==> src/rtl/wordle_round_ctrl_pkg.sv <==
// Shared encodings for the Wordle round sequencer: cell format, FSM states,
// colour codes and statistics ceiling.
package wordle_round_ctrl_pkg;

   localparam int         CELL_W       = 7;
   localparam logic [6:0] BLANK        = 7'h1A;
   localparam logic [4:0] BLANK_LETTER = 5'd26;
   localparam int         STAT_MAX     = 99;

   typedef enum logic [2:0] {
      ST_IDLE  = 3'd0,
      ST_PLAY  = 3'd1,
      ST_SCORE = 3'd2,
      ST_WIN   = 3'd3,
      ST_LOSE  = 3'd4
   } state_t;

   typedef enum logic [1:0] {
      COL_NONE   = 2'b00,
      COL_GREY   = 2'b01,
      COL_YELLOW = 2'b10,
      COL_GREEN  = 2'b11
   } colour_t;

   function automatic logic [6:0] stat_inc(input logic [6:0] v);
      return (int'(v) >= STAT_MAX) ? v : v + 7'd1;
   endfunction

endpackage

==> src/rtl/wordle_round_ctrl_if.sv <==
// Signal bundle between the round sequencer and the selection stage,
// colour evaluator and VGA board.
interface wordle_round_ctrl_if #(
   parameter int ROWS = 6,
   parameter int COLS = 5
);
   import wordle_round_ctrl_pkg::*;

   logic                          start;
   logic                          wr_en;
   logic [2:0]                    wr_col;
   logic [CELL_W-1:0]             wr_val;
   logic                          submit;
   logic [CELL_W*COLS-1:0]        color_row;
   logic                          done_game;
   logic [2:0]                    cur_row;
   logic [CELL_W*COLS-1:0]        cur_row_val;
   logic [CELL_W*COLS*ROWS-1:0]   board_flat;
   logic [6:0]                    word_index;
   state_t                        state;
   logic                          reject;
   logic [6:0]                    games_played;
   logic [6:0]                    games_won;

   modport master (
      output start, wr_en, wr_col, wr_val, submit, color_row, done_game,
      input  cur_row, cur_row_val, board_flat, word_index, state, reject,
             games_played, games_won
   );

   modport slave (
      input  start, wr_en, wr_col, wr_val, submit, color_row, done_game,
      output cur_row, cur_row_val, board_flat, word_index, state, reject,
             games_played, games_won
   );

endinterface

==> src/rtl/wordle_round_ctrl_row_full.sv <==
// Flags a row that still holds at least one blank letter and so cannot be scored.
module wordle_row_full
   import wordle_round_ctrl_pkg::*;
#(
   parameter int COLS = 5
) (
   input  logic [CELL_W*COLS-1:0] row,
   output logic                   any_blank
);

   always_comb begin
      any_blank = 1'b0;
      for (int c = 0; c < COLS; c++) begin
         if (row[CELL_W*c +: 5] == BLANK_LETTER) any_blank = 1'b1;
      end
   end

endmodule

==> src/rtl/wordle_round_ctrl.sv <==
// Wordle game sequencer: owns the letter board, row pointer and word picker,
// and steps each guess through the external colour evaluator.
//
//  state    | meaning
//  ---------+-----------------------------------------------------------
//  ST_IDLE  | word_index free-runs; waiting for start
//  ST_PLAY  | letter writes to current row; submit checks for blanks
//  ST_SCORE | one cycle: latch coloured row, decide win / lose / next row
//  ST_WIN   | hold HOLD_CYCLES with board frozen, then idle
//  ST_LOSE  | hold HOLD_CYCLES with board frozen, then idle
module wordle_round_ctrl
   import wordle_round_ctrl_pkg::*;
#(
   parameter int ROWS        = 6,
   parameter int COLS        = 5,
   parameter int NUM_WORDS   = 100,
   parameter int HOLD_CYCLES = 200
) (
   input  logic               clk,
   input  logic               clr_n,
   wordle_round_ctrl_if.slave bus
);

   localparam int RW = CELL_W*COLS;
   localparam int HW = $clog2(HOLD_CYCLES);

   state_t            state_q, state_d;
   logic [RW-1:0]     board [ROWS];
   logic [2:0]        cur_row_q;
   logic [6:0]        word_index_q;
   logic [HW-1:0]     hold_q;
   logic              reject_q, reject_d;
   logic [6:0]        played_q, won_q;
   logic [RW-1:0]     cur_row_val;
   logic [RW*ROWS-1:0] board_flat;
   logic              row_has_blank;
   logic              do_clear, do_write, do_score, row_inc;
   logic              word_inc, played_inc, won_inc, hold_run, hold_done;

   assign cur_row_val = board[cur_row_q];

   always_comb begin
      board_flat = '0;
      for (int r = 0; r < ROWS; r++) board_flat[r*RW +: RW] = board[r];
   end

   wordle_row_full #(.COLS(COLS)) u_row_full (
      .row       (cur_row_val),
      .any_blank (row_has_blank)
   );

   assign hold_done = (hold_q == HW'(HOLD_CYCLES-1));

   always_ff @(posedge clk or negedge clr_n) begin
      if (!clr_n) state_q <= ST_IDLE;
      else        state_q <= state_d;
   end

   always_comb begin
      state_d    = state_q;
      do_clear   = 1'b0;
      do_write   = 1'b0;
      do_score   = 1'b0;
      row_inc    = 1'b0;
      word_inc   = 1'b0;
      played_inc = 1'b0;
      won_inc    = 1'b0;
      hold_run   = 1'b0;
      reject_d   = 1'b0;
      case (state_q)
         ST_IDLE: begin
            if (bus.start) begin
               do_clear   = 1'b1;
               played_inc = 1'b1;
               state_d    = ST_PLAY;
            end else begin
               word_inc = 1'b1;
            end
         end
         ST_PLAY: begin
            // submit wins over a same-cycle write, so it sees the pre-write row
            if (bus.submit) begin
               if (row_has_blank) reject_d = 1'b1;
               else               state_d  = ST_SCORE;
            end else if (bus.wr_en && int'(bus.wr_col) < COLS) begin
               do_write = 1'b1;
            end
         end
         ST_SCORE: begin
            do_score = 1'b1;
            if (bus.done_game) begin
               won_inc = 1'b1;
               state_d = ST_WIN;
            end else if (cur_row_q == 3'(ROWS-1)) begin
               state_d = ST_LOSE;
            end else begin
               row_inc = 1'b1;
               state_d = ST_PLAY;
            end
         end
         ST_WIN, ST_LOSE: begin
            hold_run = 1'b1;
            if (hold_done) state_d = ST_IDLE;
         end
         default: state_d = ST_IDLE;
      endcase
   end

   always_ff @(posedge clk or negedge clr_n) begin
      if (!clr_n) begin
         for (int r = 0; r < ROWS; r++) board[r] <= {COLS{BLANK}};
      end else begin
         for (int r = 0; r < ROWS; r++) begin
            if (do_clear) begin
               board[r] <= {COLS{BLANK}};
            end else if (cur_row_q == 3'(r)) begin
               if (do_score) begin
                  board[r] <= bus.color_row;
               end else if (do_write) begin
                  for (int c = 0; c < COLS; c++)
                     if (bus.wr_col == 3'(c)) board[r][CELL_W*c +: CELL_W] <= bus.wr_val;
               end
            end
         end
      end
   end

   always_ff @(posedge clk or negedge clr_n) begin
      if (!clr_n) begin
         cur_row_q    <= '0;
         word_index_q <= '0;
         hold_q       <= '0;
         reject_q     <= 1'b0;
         played_q     <= '0;
         won_q        <= '0;
      end else begin
         reject_q <= reject_d;
         if (do_clear)     cur_row_q <= '0;
         else if (row_inc) cur_row_q <= cur_row_q + 3'd1;
         if (word_inc)
            word_index_q <= (word_index_q == 7'(NUM_WORDS-1)) ? 7'd0 : word_index_q + 7'd1;
         if (hold_run)
            hold_q <= hold_done ? '0 : hold_q + HW'(1);
         if (played_inc) played_q <= stat_inc(played_q);
         if (won_inc)    won_q    <= stat_inc(won_q);
      end
   end

   assign bus.cur_row      = cur_row_q;
   assign bus.cur_row_val  = cur_row_val;
   assign bus.board_flat   = board_flat;
   assign bus.word_index   = word_index_q;
   assign bus.state        = state_q;
   assign bus.reject       = reject_q;
   assign bus.games_played = played_q;
   assign bus.games_won    = won_q;

endmodule

==> src/flat_wrapper.sv <==
// flat-port wrapper written by rule: the top's interface ports become plain ports
module wordle_round_ctrl_flat import wordle_round_ctrl_pkg::*;
#(
   parameter int ROWS        = 6,
   parameter int COLS        = 5,
   parameter int NUM_WORDS   = 100,
   parameter int HOLD_CYCLES = 200
)
  (clk, clr_n, bus_start, bus_wr_en, bus_wr_col, bus_wr_val, bus_submit, bus_color_row, bus_done_game, bus_cur_row, bus_cur_row_val, bus_board_flat, bus_word_index, bus_state, bus_reject, bus_games_played, bus_games_won);
  wordle_round_ctrl_if #(.ROWS(ROWS), .COLS(COLS)) bus_i ();
  input  logic clk;
  input  logic clr_n;
  input wire logic [$bits(bus_i.start)-1:0] bus_start;
  input wire logic [$bits(bus_i.wr_en)-1:0] bus_wr_en;
  input wire logic [$bits(bus_i.wr_col)-1:0] bus_wr_col;
  input wire logic [$bits(bus_i.wr_val)-1:0] bus_wr_val;
  input wire logic [$bits(bus_i.submit)-1:0] bus_submit;
  input wire logic [$bits(bus_i.color_row)-1:0] bus_color_row;
  input wire logic [$bits(bus_i.done_game)-1:0] bus_done_game;
  output wire logic [$bits(bus_i.cur_row)-1:0] bus_cur_row;
  output wire logic [$bits(bus_i.cur_row_val)-1:0] bus_cur_row_val;
  output wire logic [$bits(bus_i.board_flat)-1:0] bus_board_flat;
  output wire logic [$bits(bus_i.word_index)-1:0] bus_word_index;
  output wire logic [$bits(bus_i.state)-1:0] bus_state;
  output wire logic [$bits(bus_i.reject)-1:0] bus_reject;
  output wire logic [$bits(bus_i.games_played)-1:0] bus_games_played;
  output wire logic [$bits(bus_i.games_won)-1:0] bus_games_won;
  assign bus_i.start = bus_start;
  assign bus_i.wr_en = bus_wr_en;
  assign bus_i.wr_col = bus_wr_col;
  assign bus_i.wr_val = bus_wr_val;
  assign bus_i.submit = bus_submit;
  assign bus_i.color_row = bus_color_row;
  assign bus_i.done_game = bus_done_game;
  assign bus_cur_row = bus_i.cur_row;
  assign bus_cur_row_val = bus_i.cur_row_val;
  assign bus_board_flat = bus_i.board_flat;
  assign bus_word_index = bus_i.word_index;
  assign bus_state = bus_i.state;
  assign bus_reject = bus_i.reject;
  assign bus_games_played = bus_i.games_played;
  assign bus_games_won = bus_i.games_won;
  wordle_round_ctrl #(.ROWS(ROWS), .COLS(COLS), .NUM_WORDS(NUM_WORDS), .HOLD_CYCLES(HOLD_CYCLES)) u_core (.clk(clk), .clr_n(clr_n), .bus(bus_i));
endmodule
==> config.mk <==
export PLATFORM = sky130hd
export DESIGN_NAME = wordle_round_ctrl_flat
export DESIGN_NICKNAME = d
export VERILOG_FILES = /design/src/rtl/wordle_round_ctrl_pkg.sv /design/src/rtl/wordle_round_ctrl_if.sv /design/src/rtl/wordle_round_ctrl_row_full.sv /design/src/rtl/wordle_round_ctrl.sv /design/src/flat_wrapper.sv
export SDC_FILE = /design/constraint.sdc
export NUM_CORES = 1
export LEC_CHECK = 0
export CAP_MARGIN = 15
export CORE_AREA = 10 10 145 180
export CTS_CLUSTER_DIAMETER = 120
export DETAILED_ROUTE_END_ITERATION = 12
export DIE_AREA = 0 0 155 190
export DONT_BUFFER_PORTS = 1
export GPL_ROUTABILITY_DRIVEN = 0
export GPL_TIMING_DRIVEN = 0
export PLACE_DENSITY = 0.7
export SYNTH_ARGS = -nofsm -noshare
export SYNTH_HDL_FRONTEND = slang
export SYNTH_SLANG_ARGS = --single-unit
==> constraint.sdc <==
create_clock -name clk -period 5.45 [get_ports clk]
set_input_delay 1.635 -clock clk [delete_from_list [all_inputs] [get_ports clk]]
set_output_delay 1.635 -clock clk [all_outputs]
set_load 0.01 [all_outputs]
==> impl_metrics.json, run 1 <==
{
  "final_cell_mix": "dfrtp_1 (156), mux2_2 (126), nand2_1 (107)",
  "slew_violations": 0,
  "final_common_cell": "dfrtp_1",
  "seq_power_share_pct": 48.9,
  "worst_hold_startpoint": "u_core.hold_q[4]",
  "antenna_found_initial": 2,
  "setup_viol": 0,
  "htree_num_levels": 1,
  "grt_first_pass_wirelength_um": 62300,
  "synth-edff-count": 0,
  "routedWlPerCell_um": 31.3,
  "power_mw": 3.83,
  "cp.arrival_ns": 3.75,
  "critPathMaxStageDelay_ns": 0.80,
  "peakVddDrop_mv": 0.262,
  "yosysWarnings": 0,
  "clock_path_buffers": 3,
  "whs_ns": 0.515,
  "area_growth_pct": 10.2,
  "maxSlewHeadroom_pct": 31.5,
  "p_sw_uw": 872,
  "status": "complete, no violations",
  "critPathMaxFanout": 10,
  "io_pins": 324,
  "tns_ns": 0,
  "dr.pass1.iters": 5,
  "cts_tree": "built",
  "cp_data_required_time_ns": 3.82,
  "drc": 0,
  "dr.first_iter.drc_count": 615,
  "rows": 62,
  "synth_cell_types": 69,
  "p_per_area_nw_per_um2": 285,
  "worst-r2r-cell-count": 8,
  "grt.overflow.total": 0,
  "rrSetupSlack_ns": 1.25,
  "synth_top_area_cell": "dfrtp_1",
  "critPathSlowestCell": "clkdlybuf4s15_1",
  "pwr-share-clk_pct": 46.8,
  "synth_ff_type": "dfrtp_1",
  "fmax_ghz": 0.186,
  "worstSkewPairLatency_ns": 0.54,
  "rsz0062_at_grt": "false",
  "cts_hold_buf": 0,
  "clock-root-buffer": "clkbuf_16",
  "hold_path_end": "u_core.hold_q[4]",
  "timing.max_cap.violations": 0,
  "yosys-top-cells-area": "dfrtp_1 (32%), dfstp_2 (19%), mux2_2 (12%)",
  "start_util_pct": 53.7,
  "p_int_mw": 2.96,
  "avgSynthCellArea_um2": 11.8,
  "worstMarginPinSlew_ns": 1.03,
  "grt_pass1_vias": 8979,
  "ys_seq_elements": 246,
  "path_cells": "inv_1 -> clkbuf_1 -> clkdlybuf4s15_1 -> clkdlybuf4s15_2 -> nand2_1 -> o21ai_0",
  "p_sw_share_pct": 22.7,
  "core_um2": 22700,
  "crit_type": "reg -> out",
  "skew_ns": 0.0173,
  "cp_num_buf_inv": 4,
  "layout-drive-gt1-share_pct": 33.1,
  "route.antenna.remaining_nets": 0,
  "synthCells": 1035,
  "synth.cell_area_um2": 12200,
  "fp.dieH_um": 190,
  "critical_path.top_delay_family": "buffers and inverters",
  "synth-seq-area-share_pct": 51.3,
  "num_vias": 9013,
  "fillers": 1877,
  "r2r-start": "u_core.bus.cur_row[2]",
  "leakage_nw": 6.02,
  "wl_um": 43000,
  "grt_start_max_net_pins": 247,
  "numPortBuffers": 0,
  "synthesis.nets": 1095,
  "cts_sinks": 246,
  "die_area_um2": 29500,
  "hold_viol_final": 0,
  "dp_hpwl_um": 31200,
  "cts.clk_slew.worst_paths_ns": 0.06,
  "combPwrFrac_pct": 4.2,
  "synth_top_area_share_pct": 32.0,
  "cts_buffers": 26,
  "fin_crit_sh_pct": 98.9,
  "min_path_cells": 1,
  "hold_path.class": "reg -> reg",
  "routed_via_density": 6.57,
  "die_x_um": 155,
  "fin_crit_ns": 5.39,
  "synth-async-reset-ratio_pct": 100,
  "track_usage_pct": 28.2,
  "worstReg2RegEnd": "u_core.bus.board_flat[135]",
  "fin_nets": 1123,
  "cp-start-kind": "register",
  "worst_setup_path_end_kind": "output port"
}
==> sequential cells by signal, indices dropped and copies added, names as in the netlist <==
name	cells
u_core.bus.games_won	7
u_core.bus.cur_row	3
u_core.bus.board_flat	210
u_core.bus.word_index	7
u_core.bus.state	3
u_core.hold_q	8
u_core.bus.games_played	7
u_core.bus.reject	1
==> final cells by class <==
class / instances / area (um^2) / share of cell area, %
inverters: 12 / 45.0 / 0.335
well taps: 288 / 360 / 2.68
clock inverters: 6 / 57.6 / 0.427
flip-flops and latches: 246 / 6270 / 46.6
plain buffers: 36 / 260 / 1.93
multi-input cells: 740 / 5650 / 42.0
clock buffers: 42 / 812 / 6.03
repair buffers: 1 / 5.00 / 0.0372
diodes: 1 / 2.50 / 0.0186
==> Yosys cell counts (all sizes together) (2+ instances only) <==
library cell / count
xor2: 2
and3b: 2
buf: 28
o31ai: 2
a32oi: 2
nor2b: 4
inv: 12
nor4b: 2
nand2b: 5
and3: 6
nor2: 94
mux2: 130
and4b: 2
o22a: 4
mux2i: 50
o211ai: 2
nor4: 3
xnor2: 15
o21ai: 80
dfstp: 90
ha: 9
or3: 2
nand2: 107
and2: 6
nand3: 10
o22ai: 5
a21oi: 100
a21o: 3
nor3: 20
dfrtp: 156
a31oi: 5
nor3b: 4
nand3b: 4
mux4: 28
or2: 4
nand4: 12
clkbuf: 9
==> layer usage <==
layer  global-route usage [%]  part of all wire [%]
met1                     32.3                    35
met2                     46.0                    48
met3                     9.87                    12
met4                     14.0                   5.1
met5                        0                 0.030
==> metrics by stage <==
step	instance area [um^2]	worst slack, ns	utilization (%)	std cells
after global placement	12600	0.506	55.3	1323
after global routing	13500	0.0407	59.2	1372
after detailed placement	12600	0.502	55.3	1323
after floorplan	12200	1.85	-	1035
final	13500	0.0614	59.2	1372
after CTS	13500	0.0118	59.2	1370
==> worst max-delay path by stage <==
stage / start / to / slack, ns / cells past startpoint
after floorplan: u_core.bus.cur_row[0] / bus_cur_row_val[12] / 1.85 / 8
after global placement: u_core.bus.cur_row[1] / bus_cur_row_val[6] / 0.51 / 7
after detailed placement: u_core.bus.cur_row[1] / bus_cur_row_val[26] / 0.50 / 7
after CTS: u_core.bus.cur_row[2] / bus_cur_row_val[16] / 0.01 / 6
after global routing: u_core.bus.cur_row[2] / bus_cur_row_val[22] / 0.04 / 6
final: u_core.bus.cur_row[2] / bus_cur_row_val[15] / 0.06 / 6
==> cell families (layout without fill, tap and decap cells) <==
family | Yosys count | count (layout) | share of synthesized area (%)
compound gates | 216 | 216 | 10.1
xor+xnor | 17 | 17 | 1.22
fa+ha+maj | 9 | 9 | 0.922
buf+inv | 49 | 97 | 2.41
flops | 246 | 246 | 51.3
mux | 208 | 208 | 21.4
other cells | 0 | 1 | 0
simple gates | 290 | 290 | 12.7
==> power by group through the flow <==
stage / sequential (mW) / clock (mW) / combinational [mW]
final: 1.88 / 1.79 / 0.162
after global routing: 1.88 / 1.89 / 0.172
after CTS: 1.88 / 1.82 / 0.160
after detailed placement: 1.91 / 0 / 0.159
after global placement: 1.91 / 0 / 0.157
after floorplan: 1.90 / 0 / 0.103
==> what timing repair did <==
item                                    in CTS  in global routing
gates resized for setup                      3                  1
pin swaps                                    0                  0
cloned                                       0                  0
setup buffers                                0                  0
endpoints found under the setup margin      14                  8
Power figures use the tool's default switching activity.
==> run 2: changes to the inputs <==
--- a/config.mk
+++ b/config.mk
@@ -6,14 +6,14 @@
 export NUM_CORES = 1
 export LEC_CHECK = 0
 export CAP_MARGIN = 15
-export CORE_AREA = 10 10 145 180
+export CORE_AREA = 5 5 140 175
 export CTS_CLUSTER_DIAMETER = 120
 export DETAILED_ROUTE_END_ITERATION = 12
-export DIE_AREA = 0 0 155 190
+export DIE_AREA = 0 0 145 180
 export DONT_BUFFER_PORTS = 1
 export GPL_ROUTABILITY_DRIVEN = 0
-export GPL_TIMING_DRIVEN = 0
 export PLACE_DENSITY = 0.7
+export SLEW_MARGIN = 0
 export SYNTH_ARGS = -nofsm -noshare
 export SYNTH_HDL_FRONTEND = slang
 export SYNTH_SLANG_ARGS = --single-unit
==> run 2 against run 1 <==
Sequential cell count unchanged. Final area down 2.1%. Clock-buffer cell count down 7. Die area down 11%. Maximum frequency up 20%. Critical path depth down 2. Sequential power about the same. Core utilization down 1.2 points. Non-clock buffer count down 29. Cell count down 2.4%. Routed wire length down 14%.
==> impl_metrics.json, run 2 (synthesis results as in run 1) <==
{
  "dr.pass1.iters": 6,
  "clock_path_buffers": 3,
  "min_path_cells": 2,
  "p_per_area_nw_per_um2": 280,
  "diodes": 0,
  "fin_nets": 1093,
  "rrSetupSlack_ns": 1.83,
  "slew_violations": 0,
  "skew_ns": 0.0111,
  "track_usage_pct": 27.4,
  "worstMarginPinSlew_ns": 1.06,
  "cp_data_required_time_ns": 3.82,
  "grt_first_pass_wirelength_um": 56200,
  "wl_um": 37000,
  "antenna_found_initial": 0,
  "fp.dieH_um": 180,
  "cts.clk_slew.worst_paths_ns": 0.06,
  "io_pins": 324,
  "hold_path_end": "u_core.bus.board_flat[95]",
  "worst_hold_startpoint": "u_core.bus.board_flat[95]",
  "largest_reg_flops": 210,
  "cts_buffers": 25,
  "cts_sinks": 246,
  "area_growth_pct": 7.91,
  "numPortBuffers": 0,
  "cp.arrival_ns": 2.84,
  "die_x_um": 145,
  "dr.first_iter.drc_count": 465,
  "route.antenna.remaining_nets": 0,
  "fillers": 1895,
  "num_vias": 8572,
  "critPathMaxStageDelay_ns": 1.05,
  "multi_input_area_um2": 5660,
  "status": "complete, no violations",
  "drc": 0,
  "cts_tree": "built",
  "rsz0062_at_grt": "false",
  "routed_via_density": 6.40,
  "final_cell_mix": "dfrtp_1 (154), mux2_2 (126), nand2_1 (107)",
  "maxSlewHeadroom_pct": 28.4,
  "power_mw": 3.69,
  "timing.max_cap.violations": 0,
  "worstReg2RegEnd": "u_core.bus.reject",
  "fin_crit_ns": 4.48,
  "ff_latch_area_um2": 6270,
  "htree_num_levels": 1,
  "core_um2": 22700,
  "fmax_ghz": 0.223,
  "die_area_um2": 26100,
  "dp_hpwl_um": 26200,
  "path_cells": "buf_4 -> mux4_2 -> nand2_1 -> o21ai_0",
  "critPathMaxFanout": 52,
  "fin_crit_sh_pct": 82.1,
  "rows": 62,
  "worstSkewPairLatency_ns": 0.51,
  "critPathSlowestCell": "dfrtp_4",
  "grt_start_max_net_pins": 247,
  "grt_pass1_vias": 8727,
  "worst-r2r-cell-count": 7,
  "leakage_nw": 5.85,
  "tns_ns": 0,
  "routedWlPerCell_um": 27.7,
  "crit_type": "reg -> out",
  "cp-start-kind": "register",
  "final_common_cell": "dfrtp_1",
  "ctsResizeCount": 0,
  "hold_path.class": "reg -> reg",
  "worst_setup_path_end_kind": "output port",
  "post_cts_buffers": 0,
  "layout-drive-gt1-share_pct": 32.6,
  "grt.overflow.total": 0,
  "start_util_pct": 53.7,
  "clock-root-buffer": "clkbuf_16",
  "peakVddDrop_mv": 0.316,
  "hold_viol_final": 0,
  "cts_hold_buf": 0,
  "setup_viol": 0,
  "r2r-start": "u_core.bus.cur_row[0]"
}
[run 2: changes by cell type in the layout (fill, tap and decap cells not counted), sizes merged]
cell / change
clkinvlp: +2
diode: -1
clkdlybuf4s15: -2
clkbuf: -17
clkinv: +2
buf: -17
[run 2: metal layers]
metal / vias up / track usage, % / share of wire (%)
li1: 3743 / - / -
met1: 4375 / 33.4 / 38
met2: 374 / 46.7 / 50
met3: 80 / 7.46 / 8.0
met4: 0 / 9.80 / 3.7
met5: - / 0 / 0
[run 2: area by class of cell]
cell class,count,share of cell area [%]
multi-input cells,740,42.9
inverters,12,0.342
clock inverters,10,0.626
clock buffers,35,5.33
well taps,288,2.73
flip-flops and latches,246,47.6
repair buffers,8,0.456
[run 2: worst max-delay path: cells and delay by family, from the launching register on]
kind | cells | cell delay (ns)
flops | 1 | 1.05
mux | 1 | 0.56
buf+inv | 1 | 0.45
compound gates | 1 | 0.17
simple gates | 1 | 0.08
[run 2: worst max-delay path by stage]
stage	end	slack, ns	cells after the start	startpoint
final	bus_cur_row_val[16]	0.97	4	u_core.bus.cur_row[0]
after global routing	bus_cur_row_val[16]	0.81	4	u_core.bus.cur_row[0]
after CTS	bus_cur_row_val[16]	0.93	4	u_core.bus.cur_row[0]
after detailed placement	bus_cur_row_val[16]	1.49	4	u_core.bus.cur_row[0]
after global placement	bus_cur_row_val[14]	1.48	4	u_core.bus.cur_row[0]
after floorplan	bus_cur_row_val[12]	1.85	8	u_core.bus.cur_row[0]
[run 2: stage by stage]
stage          utilization (%)  instance area, um^2  instances  hold slack, ns  worst slack [ns]
3_3_place_gp              54.5                12400       1294           0.498              1.48
3_5_place_dp              54.5                12400       1294           0.507              1.49
4_1_cts                   58.0                13200       1339           0.516             0.930
2_1_floorplan                -                12200       1035           0.466              1.85
6_report                  58.0                13200       1339           0.513             0.974
5_1_grt                   58.0                13200       1339           0.533             0.806
[run 2: where the power goes]
group / switching, mW / internal, mW / leakage (nW)
sequential: 0.0315 / 1.85 / 3.09
combinational: 0.0869 / 0.0415 / 2.38
clock: 0.727 / 0.948 / 0.382
total: 0.845 / 2.84 / 5.85
==> run 3: changes to the inputs <==
--- a/config.mk
+++ b/config.mk
@@ -12,7 +12,7 @@
 export DIE_AREA = 0 0 145 180
 export DONT_BUFFER_PORTS = 1
 export GPL_ROUTABILITY_DRIVEN = 0
-export PLACE_DENSITY = 0.7
+export PLACE_DENSITY = 0.73
 export SLEW_MARGIN = 0
 export SYNTH_ARGS = -nofsm -noshare
 export SYNTH_HDL_FRONTEND = slang
==> constraint.sdc (replaced) <==
create_clock -name clk -period 3.7 [get_ports clk]
set_input_delay 1.11 -clock clk [delete_from_list [all_inputs] [get_ports clk]]
set_output_delay 1.11 -clock clk [all_outputs]
set_load 0.01 [all_outputs]
==> run 3 against run 2 <==
Worst setup slack lost 0.86 ns. Clock skew is essentially flat. First-iteration DRC count grew 27%. Critical path depth grew 2. Cell count grew 1.6%. Non-clock buffer count grew 18. Critical endpoint is now bus_cur_row_val[33]. Clock-buffer cell count grew 6.
==> impl_metrics.json, run 3 (synthesis results as in run 1) <==
{
  "cp-start-kind": "register",
  "dr.first_iter.drc_count": 590,
  "clock-root-buffer": "clkbuf_16",
  "worstSkewPairLatency_ns": 0.53,
  "wl_met2_um": 18700,
  "setup_viol": 0,
  "die_area_um2": 26100,
  "cts_hold_buf": 0,
  "numPortBuffers": 0,
  "antenna_found_initial": 0,
  "area_growth_pct": 10.4,
  "wl_met1_um": 13900,
  "clock_path_buffers": 3,
  "drc": 0,
  "cp.arrival_ns": 2.48,
  "slew_violations": 0,
  "htree_num_levels": 1,
  "cts_buffers": 27,
  "largest_reg_flops": 210,
  "grt.overflow.total": 0,
  "post-place-cells": 1312,
  "rrSetupSlack_ns": 0.76,
  "skew_ns": 0.0115,
  "worst_setup_path_end_kind": "output port",
  "final_cell_mix": "dfrtp_1 (154), mux2_2 (126), nand2_1 (107)",
  "crit_type": "reg -> out",
  "fin_nets": 1113,
  "core_um2": 22700,
  "maxSlewHeadroom_pct": 49.5,
  "track_usage_pct": 27.8,
  "fin_crit_ns": 3.59,
  "critPathSlowestCell": "dfrtp_4",
  "fillers": 1849,
  "num_vias": 8705,
  "peakVddDrop_mv": 0.366,
  "cts_tree": "built",
  "worstMarginPinSlew_ns": 0.757,
  "post_cts_buffers": 0,
  "status": "complete, no violations",
  "hold_viol_final": 0,
  "io_pins": 324,
  "power_mw": 5.74,
  "timing.max_cap.violations": 0,
  "dr.pass1.iters": 7,
  "routed_via_density": 6.40,
  "layout-drive-gt1-share_pct": 34.1,
  "routedWlPerCell_um": 27.6,
  "path_cells": "buf_4 -> buf_4 -> mux4_2 -> nand2_1 -> o21ai_0 -> buf_4",
  "grt_pass1_vias": 8821,
  "fp.dieH_um": 180,
  "dr_wl_met3_um": 3700,
  "grt_start_max_net_pins": 247,
  "critPathMaxStageDelay_ns": 0.67,
  "critPathMostFrequentCell": "buf_4",
  "rsz0062_at_grt": "false",
  "whs_ns": 0.285,
  "hold_path.class": "in -> async",
  "p_per_area_nw_per_um2": 426,
  "rows": 62,
  "diodes": 0,
  "start_util_pct": 53.7,
  "route.antenna.remaining_nets": 0,
  "dp_hpwl_um": 26800,
  "critPathMaxFanout": 20,
  "cp_data_required_time_ns": 2.59,
  "wl_um": 37500,
  "die_x_um": 145,
  "fmax_ghz": 0.279,
  "finalNonFillerCells": 1361,
  "final_common_cell": "dfrtp_1",
  "tns_ns": 0,
  "dr.max_layer_used": "met4",
  "cts_sinks": 246,
  "fin_crit_sh_pct": 97.0,
  "grt_first_pass_wirelength_um": 57100,
  "cts.clk_slew.worst_paths_ns": 0.06,
  "leakage_nw": 6.04,
  "ctsResizeCount": 0
}
[run 3: per-layer routing]
| layer | GRT usage (%) | up-vias |
|---|---|---|
| li1 | - | 3788 |
| met1 | 34.4 | 4400 |
| met2 | 46.7 | 435 |
| met3 | 8.82 | 82 |
| met4 | 8.70 | 0 |
| met5 | 0 | - |
[run 3: worst max-delay path: cells and delay by family (launching register included)]
kind / cells / cell delay, ns
simple gates: 1 / 0.07
mux: 1 / 0.51
buf+inv: 3 / 0.61
compound gates: 1 / 0.08
flops: 1 / 0.67
[run 3: layout make-up]
class                           instances  area, um^2  share of cell area [%]
Multi-Input combinational cell        740        5660                    42.0
Tap cell                              288         360                    2.67
Clock buffer                           41         818                    6.07
Sequential cell                       246        6270                    46.5
Timing Repair Buffer                   26         233                    1.73
Inverter                               12        45.0                   0.334
Clock inverter                          8        97.6                   0.724
[run 3: where the power goes]
| part | internal (mW) | total (mW) | switching, mW |
|---|---|---|---|
| clock network | 1.66 | 2.77 | 1.11 |
| logic | 0.0687 | 0.210 | 0.141 |
| registers | 2.73 | 2.77 | 0.0372 |
[run 3: stage by stage]
step	instance area [um^2]	util (%)	worst slack, ns
floorplan	12200	-	0.622
global placement	12600	55.3	0.674
detailed placement	12600	55.3	0.660
CTS	13500	59.3	0.0941
global route	13500	59.3	0.0266
finish	13500	59.3	0.113
[run 3: path summary, 6_finish.rpt]
check                                              to  cells after the start                      start
setup / recovery                  bus_cur_row_val[33]                      6      u_core.bus.cur_row[0]
hold / removal             u_core.bus.games_played[4]                      0                      clr_n
setup reg to reg                  u_core.bus.state[1]                      6      u_core.bus.cur_row[0]
hold reg to reg             u_core.bus.board_flat[94]                      2  u_core.bus.board_flat[94]
max in group asynchronous       u_core.bus.cur_row[0]                      0                      clr_n
min in group clk            u_core.bus.board_flat[94]                      2  u_core.bus.board_flat[94]
